`config.mk`:
```
export PLATFORM = sky130hd
export DESIGN_NAME = ysyx_22050019_ifu
export DESIGN_NICKNAME = d
export VERILOG_FILES = /design/src/rtl/ysyx_22050019_ifu.sv
export SDC_FILE = /design/constraint.sdc
export NUM_CORES = 1
export LEC_CHECK = 0
export CORE_ASPECT_RATIO = 0.9
export CORE_MARGIN = 4
export CORE_UTILIZATION = 43
export CTS_BUF_LIST = sky130_fd_sc_hd__clkbuf_16
export DETAILED_ROUTE_END_ITERATION = 8
export DONT_BUFFER_PORTS = 1
export PLACE_DENSITY_LB_ADDON = 0.05
export SETUP_SLACK_MARGIN = 0.02
export SYNTH_ARGS = -nofsm -noshare
export SYNTH_HDL_FRONTEND = slang
export SYNTH_SLANG_ARGS = --single-unit
```
`constraint.sdc`:
```
create_clock -name clk -period 3.2 [get_ports clk]
set_input_delay 0.48 -clock clk [delete_from_list [all_inputs] [get_ports clk]]
set_output_delay 0.48 -clock clk [all_outputs]
set_load 0.02 [all_outputs]
```
`src/rtl/ysyx_22050019_ifu.sv`:
```
// rtl/ysyx_22050019_ifu.sv - single-outstanding instruction fetch unit
// Request / wait / hold loop: one fetch in flight, the result is held for the IDU until it is consumed.
module ysyx_22050019_ifu #(
  parameter logic [63:0] RESET_PC = 64'h0000_0000_8000_0000
) (
  input  logic        clk,
  input  logic        rst_n,
  output logic        if_req_valid,
  input  logic        if_req_ready,
  output logic [63:0] if_req_addr,
  input  logic        if_rsp_valid,
  output logic        if_rsp_ready,
  input  logic [31:0] if_rsp_data,
  input  logic        if_rsp_err,
  output logic        inst_valid,
  input  logic        inst_ready,
  output logic [31:0] inst_o,
  output logic [63:0] inst_addr_pc,
  output logic        inst_fault,
  input  logic        inst_j,
  input  logic [63:0] snpc,
  output logic [63:0] fetch_cnt
);

  typedef enum logic [1:0] {
    S_REQ  = 2'd0,
    S_WAIT = 2'd1,
    S_HOLD = 2'd2
  } state_e;

  localparam logic [31:0] NOP = 32'h0000_0013;

  state_e      state_q, state_d;
  logic [63:0] pc_q, pc_d;
  logic [31:0] inst_q, inst_d;
  logic        fault_q, fault_d;
  logic [63:0] cnt_q, cnt_d;

  logic req_fire, rsp_fire, inst_fire;

  assign req_fire  = (state_q == S_REQ)  && if_req_ready;
  assign rsp_fire  = (state_q == S_WAIT) && if_rsp_valid;
  assign inst_fire = (state_q == S_HOLD) && inst_ready;

  always_ff @(posedge clk) begin
    if (!rst_n) begin
      state_q <= S_REQ;
    end else begin
      state_q <= state_d;
    end
  end

  always_comb begin
    state_d = state_q;
    case (state_q)
      S_REQ:   if (req_fire)  state_d = S_WAIT;
      S_WAIT:  if (rsp_fire)  state_d = S_HOLD;
      S_HOLD:  if (inst_fire) state_d = S_REQ;
      default: state_d = S_REQ;
    endcase
  end

  always_comb begin
    if_req_valid  = 1'b0;
    if_rsp_ready  = 1'b0;
    inst_valid    = 1'b0;
    case (state_q)
      S_REQ:   if_req_valid = 1'b1;
      S_WAIT:  if_rsp_ready = 1'b1;
      S_HOLD:  inst_valid   = 1'b1;
      default: ;
    endcase
  end

  // Redirect target is word-aligned here so the request address never needs a separate mask path.
  always_comb begin
    pc_d    = pc_q;
    inst_d  = inst_q;
    fault_d = fault_q;
    cnt_d   = cnt_q;
    if (rsp_fire) begin
      inst_d  = if_rsp_data;
      fault_d = if_rsp_err;
    end
    if (inst_fire) begin
      pc_d  = inst_j ? (snpc & ~64'h3) : (pc_q + 64'd4);
      cnt_d = cnt_q + 64'd1;
    end
  end

  always_ff @(posedge clk) begin
    if (!rst_n) begin
      pc_q    <= RESET_PC;
      inst_q  <= NOP;
      fault_q <= 1'b0;
      cnt_q   <= 64'd0;
    end else begin
      pc_q    <= pc_d;
      inst_q  <= inst_d;
      fault_q <= fault_d;
      cnt_q   <= cnt_d;
    end
  end

  assign if_req_addr  = {pc_q[63:2], 2'b00};
  assign inst_o       = inst_q;
  assign inst_addr_pc = pc_q;
  assign inst_fault   = fault_q;
  assign fetch_cnt    = cnt_q;

endmodule

```
### After elaboration in Yosys (flattened, before gate mapping)

Index checks and enable logic that the tools add are counted.

* bits in registers: 163
* input port bits: 103
* output and inout port bits: 228
* logic and storage cells: 25

* add/sub/neg operators: 2
* equality and inequality tests: 5
* muxes and demuxes: 8
* reductions and logical operators: 5

Operators with widths (number)
* 64-bit by 1-bit adder with 64-bit output (second input constant): 1
* 64-bit by 3-bit adder with 64-bit output (second input constant): 1
* 64-bit two-way mux: 1
* 2-bit two-way mux: 3
* 2-bit inequality test (second input constant): 3
* 2-bit one-hot mux with 3 select lines: 1
* 1-bit logical AND: 3
* 1-bit two-way mux: 3
* 3-bit AND reduction: 1
* 2-bit by 1-bit equality test with 1-bit output (second input constant): 1
* 2-bit equality test (second input constant): 1
* 2-bit logical NOT: 1

### Logic depth before layout (Yosys ltp)

* word-level depth: 4
* mapped depth: 8
* mapped depth without buffers: 6

### Worst setup path after synthesis

Ideal clock, no wire load.

* path kind: reg2reg
* start point: register pc_q[7], in the netlist inst_addr_pc[7]
* end point: register pc_q[61], in the netlist inst_addr_pc[61]
* setup time: 77 ps
* data arrival time: 2711 ps
* required time: 3123 ps
* setup slack: 412 ps
* stages on the path, launching flop included: 8
* path buffers: 2
* clock period less this slack: 2788 ps
* cell sequence: dfxtp_1 > nand4_4 > or4_4 > buf_6 > or4_4 > buf_6 > or4_4 > a41oi_2

* longest elaborated chain between the ends: 2

RTL lines
* start, declared: line 34 `logic [63:0] pc_q, pc_d;`
* start signal, assigned: line 98 `pc_q <= pc_d;`
* 64-bit by 3-bit adder with 64-bit output: line 86 `pc_d = inst_j ? (snpc & ~64'h3) : (pc_q + 64'd4);`
* 64-bit two-way mux: line 86

Every way passes these cells.
A chain may end at the register's enable or synchronous reset.

### Worst setup path in the final report

* start point: register pc_q[2], in the netlist inst_addr_pc[2]
* end point: register pc_q[58], in the netlist inst_addr_pc[58]

The elaborated chain is that of the path after synthesis.

==> qor.txt <==
clock tree buffer depth: 2
Core ar.: 0.02029 mm^2
gpl congestion: 0.8601
Slew Limit Headroom: 42.97%
Comb power frac: 5.0%
hold-critical path depth: 1
Fin Setup TNS: 0 ns
global route overflow: 0
Initial Util: 44.29%
Synth async-reset ratio: 0%
share of total power in sequential cells: 45.5%
Max Clock Skew: 0.02088 ns
pre-CTS setup slack: 0.4598 ns
post-cts sizing count: 0
unrepaired setup endpoints after global routing: false
max cap viols: 0
CP top delay family: simple AND/OR/NAND/NOR gates
post-DP HPWL: 21640 um
Die H: 145.2 um
Clock transition at path regs: 0.07 ns
CTS Root Cell: clkbuf_16
most common flop cell mapped by yosys: dfxtp_1
DR WL/cell: 21.62 um
synthesis warning total: 0
Pins Over Slew Limit: 0
via count: 8753
Leak: 3.074 nW
vias in the first global route: 8198
Crit Path Max Fanout: 10
crit-path cells: ha_1 -> nand4_1 -> nor4_1 -> buf_4 -> nand3_1 -> or4_1 -> o211ai_1
cell-internal power: 0.003431 W
post-synthesis register bit count: 161
post-synthesis sequential area ratio: 35.86%
DRC errors left: 0
Slowest Stage Delay on Critical Path: 0.60 ns
Vias per Instance: 6.147
# port buffers: 0
fraction of layout cells with a size suffix above 1: 11.19%
final WL: 30790 um
peak supply drop: 288.4 uV
RR Startpoint: inst_addr_pc[2]
hold path endpoint: inst_o[1]
# IOs: 331
first-pass GRT wire length: 48060 um
worst-margin pin slew: 0.8554 ns
hold wc startpoint: rst_n
Reg2Reg Depth: 7
post-synthesis cell type count: 64
Post-Synthesis Cells: 1178
Post-synth EDFFs: 0
P_sw: 0.001145 W
CP required: 3.55 ns
Site Rows: 49
Max stage delay cell, worst path: or4_1
Final Hold Fails: 0
die width: 160.4 um
largest net degree at the start of global routing: 105
worst path arrival time: 3.14 ns
htree depth: 4
Worst R2R Setup Slack: 0.41 ns
Post-Syn Area: 0.008989 mm^2
CP endpoint kind: flop
fin nets: 1237
Startpoint Class: flop
GRT Total Usage: 25.34%
Worst R2R End: inst_addr_pc[58]
number of buffers created by CTS: 17
PD cells: 468.3 mW/mm^2
Layout Area Growth over Synthesis: 8.728%
Filler cells: 2030
Clk pwr share: 49.5%
setup repair bufs after CTS: 0
initial antenna violation count: 0
WS Path Type: flop to flop
# diodes: 0
Fmax: 358.4 MHz
worst min-delay path class: primary input to flop
WP buf/inv: 1
Sw Share: 25.03%
hold-fix buffers at CTS: 0
Tmin final: 2.790 ns
die area: 0.02328 mm^2
antenna-violating nets left: 0
status: finished, final reports clean
synthesized area per cell: 7.630 um^2
period utilization: 87.19%
final setup fails: 0
Initial DRT Pass Iterations: 5
TritonCTS clock tree: built
Starting DRT DRC Count: 767
setup ws final: 0.4098 ns
Sink Count: 161
Clock Latency Late Sink: 0.44 ns
==> cell usage after synthesis, types with 5 or more instances <==
library cell,number,share of area (%)
a21oi_1,113,6.3
nor2_1,72,3.0
o31ai_1,31,2.6
and4_1,9,0.88
nand2b_1,5,0.35
nor4_1,22,1.5
a31oi_1,26,1.8
and3_1,25,1.7
a22oi_1,12,1.0
clkbuf_1,68,2.8
xor2_1,11,1.1
o21ai_0,56,3.1
a41oi_1,5,0.49
or4_1,37,3.1
and2_1,7,0.49
nand2_1,147,6.1
nand3_1,73,4.1
o22ai_1,5,0.35
buf_1,6,0.25
or3_1,26,1.8
nor3_1,28,1.6
dfxtp_1,161,36
buf_4,66,5.5
o211ai_1,13,1.1
inv_1,25,1.0
mux2i_1,6,0.67
nand4_1,46,3.2
xnor2_1,9,0.88
==> power by group through the flow <==
stage	logic, W	clock network [W]	registers, W
after detailed placement	0.000231	0	0.00213
final	0.000229	0.00227	0.00208
after CTS	0.000231	0.00231	0.00208
after global placement	0.000229	0	0.00213
after global routing	0.000253	0.00239	0.00208
after floorplan	0.000188	0	0.00214
==> flip-flops by register name, summed over array words and instances, names as in the netlist <==
| register | flops |
|---|---|
| inst_addr_pc | 62 |
| state_q | 2 |
| inst_fault | 1 |
| inst_o | 32 |
| fetch_cnt | 64 |
==> cell type report <==
| class | count | area, um^2 | area share (%) |
|---|---|---|---|
| tap | 280 | 350.3 | 3.585 |
| clock buffer | 17 | 425.4 | 4.353 |
| clock inverter | 14 | 212.7 | 2.176 |
| multi-input combinational | 852 | 4890 | 50.03 |
| inverter | 25 | 96.34 | 0.9858 |
| timing repair buffer | 75 | 575.6 | 5.889 |
| sequential | 161 | 3223 | 32.98 |
==> routing by layer <==
| layer | vias to the layer above | global-route usage (%) | share of wire [%] |
|---|---|---|---|
| li1 | 4215 | - | - |
| met1 | 4132 | 33.64 | 44 |
| met2 | 377 | 39.51 | 46 |
| met3 | 29 | 8.678 | 8.9 |
| met4 | 0 | 6.710 | 1.6 |
| met5 | - | 0 | 0 |
==> worst max path at each step <==
stage	start	endpoint	slack, ns	depth (start not counted)
6_report	inst_addr_pc[2]	inst_addr_pc[58]	0.41	7
3_5_place_dp	inst_addr_pc[2]	inst_addr_pc[61]	0.46	5
2_1_floorplan	inst_addr_pc[7]	inst_addr_pc[61]	0.41	7
3_3_place_gp	inst_addr_pc[2]	inst_addr_pc[61]	0.52	5
5_1_grt	inst_addr_pc[2]	inst_addr_pc[58]	0.19	7
4_1_cts	inst_addr_pc[2]	inst_addr_pc[61]	0.45	5
==> through the flow <==
step | total power, W | hold slack, ns | utilization [%] | cells | cell area, um^2
floorplan | 0.002324 | 0.4835 | - | 1181 | 9000
global placement | 0.002356 | 0.5198 | 45.02 | 1393 | 9135
detailed placement | 0.002358 | 0.5216 | 45.02 | 1393 | 9135
CTS | 0.004619 | 0.1091 | 48.16 | 1424 | 9773
global route | 0.004729 | 0.1055 | 48.16 | 1424 | 9773
finish | 0.004576 | 0.1309 | 48.16 | 1424 | 9773
==> cell families after synthesis <==
family	share of synthesized area, %
AOI/OAI and AO/OA	21.06
xor gates and xnor gates	1.949
adders and majority gates	0.2784
buffers and inverters	10.02
DFF	35.86
muxes	0.7934
other	0.04172
and+or+nand+nor	30.00
==> cell usage in the layout (no fill, tap or decap), types with 7 or more instances in the layout <==
cell type | netlist | final
or4_1 | 37 | 37
inv_1 | 25 | 24
nand4_1 | 46 | 46
dfxtp_1 | 161 | 161
o211ai_1 | 13 | 13
and4_1 | 9 | 9
a21oi_1 | 113 | 113
nor2_1 | 72 | 72
a31oi_1 | 26 | 26
or3_1 | 26 | 26
nand2_1 | 147 | 147
a22oi_1 | 12 | 12
xnor2_1 | 9 | 9
o21ai_0 | 56 | 56
and2_1 | 7 | 7
xor2_1 | 11 | 11
nand3_1 | 73 | 73
nor4_1 | 22 | 20
and3_1 | 25 | 25
nor3_1 | 28 | 28
buf_4 | 66 | 74
clkbuf_16 | 0 | 17
o31ai_1 | 31 | 31
No activity file was read; power rests on OpenSTA's default activity.
